File: src/rtl/mux_arbiter.sv
`timescale 1ns/1ps
`default_nettype none
// ============================================================================
// Module   : mux_arbiter
// Brief    : Round-robin arbiter driving a shared 2:1 mux-with-enable, with a
//            break-before-make gap (en=0) around every select change.
//            Optional hold limit enabled by defining MUX_ARB_HOLDLIMIT_EN.
// Revision : 1.0 - initial release
// ============================================================================
module mux_arbiter #(
    parameter int GAP_CYCLES = 1,
    parameter int MAX_HOLD   = 8
) (
    input  logic clk,
    input  logic rst,
    input  logic req_a,
    input  logic req_b,
    output logic gnt_a,
    output logic gnt_b,
    output logic sel,
    output logic en
);

    localparam logic [1:0] c_st_idle   = 2'd0;
    localparam logic [1:0] c_st_switch = 2'd1;
    localparam logic [1:0] c_st_gnt_a  = 2'd2;
    localparam logic [1:0] c_st_gnt_b  = 2'd3;

    localparam logic [3:0] c_gap_last  = 4'(GAP_CYCLES - 1);
    localparam logic [3:0] c_max_hold  = 4'(MAX_HOLD);
`ifdef MUX_ARB_HOLDLIMIT_EN
    // The first grant cycle is already counted when the grant is issued.
    localparam logic [3:0] c_cnt_grant = 4'd1;
`else
    localparam logic [3:0] c_cnt_grant = 4'd0;
`endif

    if (GAP_CYCLES < 1 || GAP_CYCLES > 15 || MAX_HOLD < 2 || MAX_HOLD > 15) begin : g_bad_params
        $error("mux_arbiter: GAP_CYCLES must be 1..15 and MAX_HOLD 2..15");
    end

    logic [1:0] r_state;
    logic       r_sel;
    logic       r_en;
    logic       r_gnt_a;
    logic       r_gnt_b;
    logic       r_last;
    logic [3:0] r_cnt;

    logic w_any;
    logic w_tgt;
    logic w_req_sel;
    logic w_req_oth;
    logic w_hold_hit;

    assign w_any     = req_a | req_b;
    assign w_tgt     = (req_a & req_b) ? ~r_last : req_b;
    assign w_req_sel = r_sel ? req_b : req_a;
    assign w_req_oth = r_sel ? req_a : req_b;

`ifdef MUX_ARB_HOLDLIMIT_EN
    assign w_hold_hit = w_req_oth && (r_cnt >= c_max_hold);
`else
    assign w_hold_hit = 1'b0;
`endif

    always_ff @(posedge clk or posedge rst) begin
        if (rst) begin
            r_state <= c_st_idle;
            r_sel   <= 1'b0;
            r_en    <= 1'b0;
            r_gnt_a <= 1'b0;
            r_gnt_b <= 1'b0;
            r_last  <= 1'b1;
            r_cnt   <= 4'd0;
        end else begin
            case (r_state)
                c_st_idle: begin
                    if (w_any) begin
                        if (w_tgt == r_sel) begin
                            r_state <= r_sel ? c_st_gnt_b : c_st_gnt_a;
                            r_gnt_a <= ~r_sel;
                            r_gnt_b <= r_sel;
                            r_en    <= 1'b1;
                            r_cnt   <= c_cnt_grant;
                        end else begin
                            r_state <= c_st_switch;
                            r_sel   <= w_tgt;
                            r_cnt   <= 4'd0;
                        end
                    end
                end
                c_st_switch: begin
                    if (r_cnt != c_gap_last) begin
                        r_cnt <= r_cnt + 4'd1;
                    end else if (w_req_sel) begin
                        r_state <= r_sel ? c_st_gnt_b : c_st_gnt_a;
                        r_gnt_a <= ~r_sel;
                        r_gnt_b <= r_sel;
                        r_en    <= 1'b1;
                        r_cnt   <= c_cnt_grant;
                    end else if (w_req_oth) begin
                        // Target withdrew; a fresh gap is needed to turn around.
                        r_sel <= ~r_sel;
                        r_cnt <= 4'd0;
                    end else begin
                        r_state <= c_st_idle;
                    end
                end
                c_st_gnt_a, c_st_gnt_b: begin
                    if (w_req_sel && !w_hold_hit) begin
`ifdef MUX_ARB_HOLDLIMIT_EN
                        if (r_cnt != c_max_hold) begin
                            r_cnt <= r_cnt + 4'd1;
                        end
`endif
                    end else begin
                        r_gnt_a <= 1'b0;
                        r_gnt_b <= 1'b0;
                        r_en    <= 1'b0;
                        r_last  <= r_sel;
                        if (w_req_oth) begin
                            r_state <= c_st_switch;
                            r_sel   <= ~r_sel;
                            r_cnt   <= 4'd0;
                        end else begin
                            r_state <= c_st_idle;
                        end
                    end
                end
                default: begin
                    r_state <= c_st_idle;
                    r_gnt_a <= 1'b0;
                    r_gnt_b <= 1'b0;
                    r_en    <= 1'b0;
                end
            endcase
        end
    end

    assign gnt_a = r_gnt_a;
    assign gnt_b = r_gnt_b;
    assign sel   = r_sel;
    assign en    = r_en;

endmodule
`default_nettype wire

File: config.mk
export PLATFORM = sky130hd
export DESIGN_NAME = mux_arbiter
export DESIGN_NICKNAME = d
export VERILOG_FILES = /design/src/rtl/mux_arbiter.sv
export SDC_FILE = /design/constraint.sdc
export NUM_CORES = 1
export LEC_CHECK = 0
export BUFFER_PORTS_ARGS = -buffer_cell sky130_fd_sc_hd__clkbuf_2
export CAP_MARGIN = 25
export CORE_MARGIN = 2
export CORE_UTILIZATION = 25
export CTS_CLUSTER_SIZE = 25
export DETAILED_ROUTE_END_ITERATION = 7
export HOLD_SLACK_MARGIN = 0.08
export PLACE_DENSITY = 0.4
export SLEW_MARGIN = 0
export SYNTH_ARGS = -nofsm -noshare
export SYNTH_HDL_FRONTEND = slang
export SYNTH_SLANG_ARGS = --single-unit
File: constraint.sdc
create_clock -name clk -period 2.25 [get_ports clk]
set_input_delay 0.675 -clock clk [delete_from_list [all_inputs] [get_ports clk]]
set_output_delay 0.675 -clock clk [all_outputs]
set_load 0.02 [all_outputs]
## Yosys cells after proc, flatten, opt, wreduce, memory -nomap -nowiden

Cells that the tools add are included.

- Register bits after elaboration: 11
- Word-level logic and storage cells: 72
- Output and inout port bits: 4
- Input port bits: 4

- Bitwise operators: 5
- Reduce and logical (&&, ||, !) cells: 8
- Equal/unequal tests: 11
- Add/subtract/negate cells: 1
- Muxes and demuxes: 40

Operator list:

| operator | count |
|---|---|
| 1-bit two-way mux | 23 |
| 4-bit two-way mux | 5 |
| 2-bit two-way mux | 6 |
| 2-bit inequality test, second input constant | 6 |
| 1-bit one-hot mux with 3 select lines | 4 |
| 4-bit one-hot mux with 3 select lines | 1 |
| 2-bit one-hot mux with 3 select lines | 1 |
| 5-bit AND reduction | 1 |
| 4-bit by 1-bit adder with 4-bit output, second input constant | 1 |
| 2-bit == test, second input constant | 2 |
| 2-bit AND reduction | 2 |
| 4-bit AND reduction | 1 |
| 4-bit nonzero test | 1 |
| 3-bit inequality test, second input constant | 1 |
| 1-bit NOT | 3 |
| 3-bit AND reduction | 1 |
| 2-bit by 1-bit == test with 1-bit output, second input constant | 1 |
| 2-bit zero test | 1 |
| 2-bit OR reduction | 1 |
| 1-bit bitwise AND | 1 |
| 1-bit == test | 1 |
| 1-bit OR | 1 |

## Depth between registers and ports, before layout

Gate-level depths: netlist of the first run.

- Word-level depth: 6
- Mapped depth: 7
- Gate-level depth less buffers: 6

## Worst setup path after synthesis of the first run

OpenSTA, ideal clock, no wires.

- Kind: input to register
- From: in req_b
- To: reg r_gnt_a (netlist: gnt_a)
- Slack: 0.279 ns
- Arrival: 1.846 ns
- Stages: 5
- Cell sequence: a21bo_2 > ha_1 > mux2i_4 > o2111ai_4 > mux2_4

- Longest elaborated chain between the ends: 5

Ends and longest elaborated chain:

| what | RTL line | source |
|---|---|---|
| from (decl) | 17 | `input logic req_b,` |
| 1-bit bitwise AND | 57 | `assign w_tgt = (req_a & req_b) ? ~r_last : req_b;` |
| 1-bit two-way mux | 57 |  |
| 1-bit == test | 80 | `if (w_tgt == r_sel) begin` |
| 2-bit inequality test (no source line) | - |  |
| 5-bit AND reduction (no source line) * | - |  |
| to (signal assigned) | 82 | `r_gnt_a <= ~r_sel;` |
| to (signal assigned) | 98 | `r_gnt_a <= ~r_sel;` |
| to (decl) | 45 | `logic r_gnt_a;` |

Mark *: on every way between the ends. The rest lies on a longest branch, timed or not.
A chain may end at the register's enable or synchronous reset.

## Worst setup path in the final report of the first run

- From: reg r_sel (netlist: sel)
- To: reg r_en (netlist: en)

- Longest elaborated chain between the ends: 3

Ends and longest elaborated chain:

| what | RTL line | source |
|---|---|---|
| from (decl) | 43 | `logic r_sel;` |
| from (signal assigned) | 88 | `r_sel <= w_tgt;` |
| from (signal assigned) | 104 | `r_sel <= ~r_sel;` |
| from (signal assigned) | 124 | `r_sel <= ~r_sel;` |
| 1-bit == test / 1-bit two-way mux (equally long branches) | 80, 58 |  |
| 2-bit inequality test (no source line) | - |  |
| 5-bit AND reduction (no source line) * | - |  |
| to (signal assigned) | 71 | `r_en <= 1'b0;` |
| to (signal assigned) | 84 | `r_en <= 1'b1;` |
| to (signal assigned) | 100 | `r_en <= 1'b1;` |
| to (decl) | 44 | `logic r_en;` |

Marked as above.

==> results.md, run 1 <==
- Diode count: 0
- Setup crit start: sel
- Worst-skew pair later-pin latency: 280 ps
- Proportion of layout cells with a drive suffix above 1: 27.6%
- Largest net degree at the start of global routing: 14
- Clk_skew: about 12 ps
- Final Hold Viols: 0
- Final WL: between 1500 and 2000 um
- Ys Warns: 0
- H-Tree Depth: 1
- Fmax: 506 MHz
- Area leader, netlist: dfrtp_1
- Clk root buf: clkbuf_4
- CTS buffer count: 3
- Util after Layout: 29.9%
- Max-slew violations: 0
- First-pass GRT wire length: 2710 um
- First DRT Iteration DRCs: 9
- Setup bufs post-CTS: 0
- Synth top area share: 31.7%
- Max-cap violations: 0
- DR vias/cell: approximately 4.5
- Period Utilization, post-route: 87.9%
- IO Count: 8
- Core ar.: 3030 um2
- Critical path required time: between 2000 and 2500 ps
- DRC: 0
- Post-CTS Resized: 0
- Crit path max fanout: 10
- CTS tree: done
- Die width: 60.2 um
- Area growth from synthesis to layout: 14.6%
- Relative slew slack: around two thirds
- Synth top area cells: dfrtp_1 32%, mux2_4 5.7%, mux2i_4 5.7%
- Initial Util: 26.1%
- Worst min-delay path class: in -> async
- Initial antenna violation count: 0
- Status: completed
- GRT Total Usage: between 10% and 20%
- Post-Syn Area: slightly below 800 um2
- RePlAce Congestion: 0.692
- Crit Path Category: reg -> reg
- Clock Tree Buf Depth: 2
- Data arrival, critical path: about 2100 ps
- P_leak: 0.411 nW
- Final worst path period need: just under 2000 ps
- Actual slew at the worst max-slew pin: 476 ps
- Syn_area_per_cell: 10.4 um2
- Yosys reg bits: 11
- Vias: 590
- Total Negative Setup Slacks: 0 ps
- Final setup viols: 0
- Die footprint: approximately 3600 um2
- Mapped Cells: 76
- Hold-fix buffers at CTS: 0
- CTS sink count: 11
- Port bufs: 7
- Detailed Place HPWL: 1240 um
- CP Capture Type: flop
- Reg clk slew, reported paths: 80 ps
- Post-route ant nets: 0
- Total global routing overflow: 0
- Fin Hold WS: 376 ps
- Die Span Y: 60.2 um
- Startpoint types: flop
- VDD IR max: approximately 0.47 mV
- Fill cells: ~330
- Vias in the first global route: 547
- PD cells: 1230 nW/um2
- Synthesized Nets: a little over 80
- # nets final: between 90 and 100
- Synth unique cells: 33
- Seq/Total Area, Yosys: 35.0%
- Wire per inst: roughly 13 um
- DRT Pass-1 Iters: 4
- Cell row count: 20
- Worst r2r src: sel
- RSZ-0062 raised after global routing: false
-- cell usage in the layout (no fill, tap or decap), types with 3 or more instances in the layout --
master / count
nor2_1: 7
clkbuf_2: 7
mux2i_1: 3
clkbuf_4: 3
nand2_1: 3
inv_1: 6
nand3_1: 3
ha_1: 3
o21ai_0: 6
buf_4: 3
a2bb2oi_1: 3
mux2_4: 3
dfrtp_1: 10
-- Yosys cell counts --
cell type	number
a2bb2oi_1	3
nor3_1	1
nand3_1	3
a32oi_1	1
o21ai_0	6
ha_1	3
and2_1	1
o2111ai_4	1
a21bo_2	1
nor3b_1	2
nor2_1	7
or3b_4	1
nor2b_1	2
a21o_1	1
nand2_4	1
a21oi_1	2
inv_1	6
o221ai_1	2
buf_6	1
nand2_1	3
mux2i_4	2
o211ai_1	1
mux2_4	3
and2b_1	1
nand4_1	1
or2b_4	1
buf_2	1
o2bb2ai_1	1
buf_4	1
a22o_1	2
dfstp_2	1
mux2i_1	3
dfrtp_1	10
-- metrics by stage --
stage / cells / total power [mW] / setup WS [ps] / cell area [um2]
after floorplan: 76 / 0.873 / 279 / 790
after CTS: 131 / 1.12 / 309 / 905
after global routing: 131 / 1.19 / 231 / 905
after global placement: 127 / 0.970 / 124 / 878
final: 131 / 1.11 / 273 / 905
after detailed placement: 127 / 0.970 / 115 / 878
-- critical path, cell delays in order (launching register included) --
cell and delay, ps:
dfrtp_1 620, inv_1 160, ha_1 370, mux2i_4 90
o2111ai_4 280, mux2_4 330
-- registers in the layout, summed over array words and instances, names as in the netlist --
register,count
r_last,1
gnt_b,1
en,1
r_cnt,4
sel,1
r_state,2
gnt_a,1
-- layout make-up --
| class | instances | area (um2) | share of cell area (%) |
|---|---|---|---|
| multi-input combinational | 56 | 467 | 51.6 |
| sequential | 11 | 277 | 30.6 |
| timing repair buffer | 10 | 57.6 | 6.36 |
| tap | 44 | 55.1 | 6.09 |
| clock buffer | 4 | 26.3 | 2.90 |
| inverter | 6 | 22.5 | 2.49 |
-- path summary, 6_finish.rpt --
| path | end | cells past startpoint | slack [ps] |
|---|---|---|---|
| min | r_state[1] | 2 | 380 |
| max | en | 5 | 270 |
| max reg2reg | en | 5 | 270 |
| min reg2reg | r_last | 2 | 490 |
| min in group clk | r_last | 2 | 490 |
| max in group asynchronous | r_last | 2 | 1530 |
-- power breakdown --
group,internal (mW),total (mW),switching [mW],leakage [nW]
registers,0.261,0.375,0.114,0.138
clock network,0.0687,0.144,0.0755,0.0150
logic,0.306,0.594,0.289,0.258
total,0.635,1.11,0.478,0.411
-- per-layer routing --
metal  GRT usage (%)  wire, um  share of wire (%)
met5               0         0                  0
met4            3.81        21                1.2
met3            3.90        77                4.4
met2            13.5       673                 39
met1            15.5       976                 56
-- kinds of logic after synthesis --
kind of cell | count (synthesis) | share of synthesized area (%)
compound gates | 21 | 21.6
fa+ha+maj | 3 | 4.75
buf+inv | 9 | 5.86
flops | 11 | 35.0
mux | 8 | 15.2
simple gates | 24 | 17.6
Note: power is estimated with default switching activity, not from simulation.
==> inputs of run 2 (changes only) <==
==> constraint.sdc (replaced) <==
create_clock -name clk -period 2.25 [get_ports clk]
set_input_delay 0.1125 -clock clk [delete_from_list [all_inputs] [get_ports clk]]
set_output_delay 0.1125 -clock clk [all_outputs]
set_load 0.02 [all_outputs]
==> results.md, run 2 (synthesis results as in run 1) <==
- Crit path max fanout: 10
- Total Negative Setup Slacks: 0 ps
- R2R Setup Slk: 350 ps
- GRT Total Usage: 11.4%
- RePlAce Congestion: about 0.8
- Setup crit start: sel
- CP max stage delay: 580 ps
- Initial Util: 26.1%
- RSZ-0062 raised after global routing: false
- Crit Path Category: reg -> reg
- CP Capture Type: flop
- Clk root buf: clkbuf_4
- Actual slew at the worst max-slew pin: 500 ps
- Relative slew slack: 66.7%
- Cell row count: 20
- Final WL: ~1700 um
- Hold Path Origin: req_a
- Fmax: 528 MHz
- Most flops, register: r_cnt
- Initial antenna violation count: 0
- Die footprint: 3620 um2
- Die Span Y: 60.2 um
- Clock Tree Buf Depth: 2
- Final worst path period need: 1900 ps
- CP top delay family: flip-flops
- CP cell instances: inv_1, ha_1, mux2i_4, o2111ai_4, mux2_4
- Non-filler cells, final: between 100 and 150
- Wire per inst: 13.3 um
- DRT Pass-1 Iters: 4
- Proportion of layout cells with a drive suffix above 1: about 25%
- Setup ws final: 354 ps
- PD cells: roughly 1200 nW/um2
- CTS buffer count: 3
- Detailed Place HPWL: 1240 um
- Vias in the first global route: 597
- Clk_skew: 2.26 ps
- Final setup viols: 0
- Max-slew violations: 0
- Setup bufs post-CTS: 0
- Dpl ws: between 300 and 400 ps
- FF/Latch Area: 277 um2
- Worst min-delay path class: in -> reg
- Area growth from synthesis to layout: 13.0%
- Vias: 640
- Period Utilization, post-route: a little over four fifths
- Critical path required time: 2410 ps
- Fin Hold WS: 208 ps
- Die width: ~60 um
- Worst-skew pair later-pin latency: 270 ps
- Max reg flops: 4
- Tot Pwr: 1.11 mW
- VDD IR max: 0.293 mV
- Reg clk slew, reported paths: 80 ps
- Data arrival, critical path: 2060 ps
- IO Count: 8
- Most common cell after layout, fill and taps aside: dfrtp_1
- Port bufs: 7
- Max-cap violations: 0
- Total global routing overflow: 0
- Diode count: 0
- First-pass GRT wire length: 2910 um
- Startpoint types: flop
- Multi-input gate area: 467 um2
- First DRT Iteration DRCs: 34
- Largest net degree at the start of global routing: 14
- P_leak: 0.400 nW
- H-Tree Depth: 1
- Hold-fix buffers at CTS: 1
- Post-CTS Resized: 0
- Core ar.: 3030 um2
- Slowest-stage cell, CP: dfrtp_1
- Worst r2r src: sel
- Most frequent cells in the layout: 10 x dfrtp_1, 7 x nor2_1, 7 x clkbuf_2
- CP bufs+invs: 1
- Post-route ant nets: 0
- Fill cells: 324
- Status: completed
- DRC: 0
- Cells after DPL: approximately 120
- Final Hold Viols: 0
- CTS tree: done
- DR vias/cell: 4.96
- CTS sink count: 11
- Biggest regs: r_cnt: 4 flops, r_state: 2 flops
- # nets final: 93
[run 2: cell types whose count changed in the layout (fill, tap and decap cells not counted), sizes merged]
cell | before | now
dlygate4sd3 | 0 | 1
buf | 3 | 0
[run 2: layer usage]
layer / routed length, um / global-route usage [%] / vias to the layer above / share of wire, %
met4: 18 / 3.81 / 0 / 1.1
met2: 708 / 15.5 / 28 / 41
li1: - / - / 295 / -
met3: 122 / 4.55 / 2 / 7.1
met5: 0 / 0 / - / 0
met1: 861 / 16.1 / 315 / 50
[run 2: path summary, 6_finish.rpt]
path | to | cells after the start
worst max-delay path | gnt_b | 5
worst min-delay path | r_last | 3
worst max register to register | gnt_b | 5
worst min register to register | r_last | 2
max in group asynchronous | r_last | 3
min in group asynchronous | r_cnt[2] | 3
[run 2: metrics by stage]
| stage | utilization, % | area [um2] |
|---|---|---|
| after floorplan | - | 790 |
| after global placement | 28.3 | 856 |
| after detailed placement | 28.3 | 856 |
| after CTS | 29.5 | 892 |
| after global routing | 29.5 | 892 |
| final | 29.5 | 892 |
[run 2: cell type report]
type	count	area share, %
multi-input combinational	56	52.3
tap	44	6.17
sequential	11	31.0
clock buffer	4	2.95
timing repair buffer	8	5.05
inverter	6	2.52
[run 2: power by group]
| group | internal [mW] | switching [mW] | leakage [nW] |
|---|---|---|---|
| clock | 0.0687 | 0.0737 | 0.0150 |
| combinational | 0.304 | 0.291 | 0.248 |
| sequential | 0.261 | 0.112 | 0.138 |
[run 2: tightest hold or removal path: cells and delay by family]
kind	cells	cell delay, ps
and+or+nand+nor	1	60
AOI/OAI and AO/OA	1	100
buffers and inverters	1	180
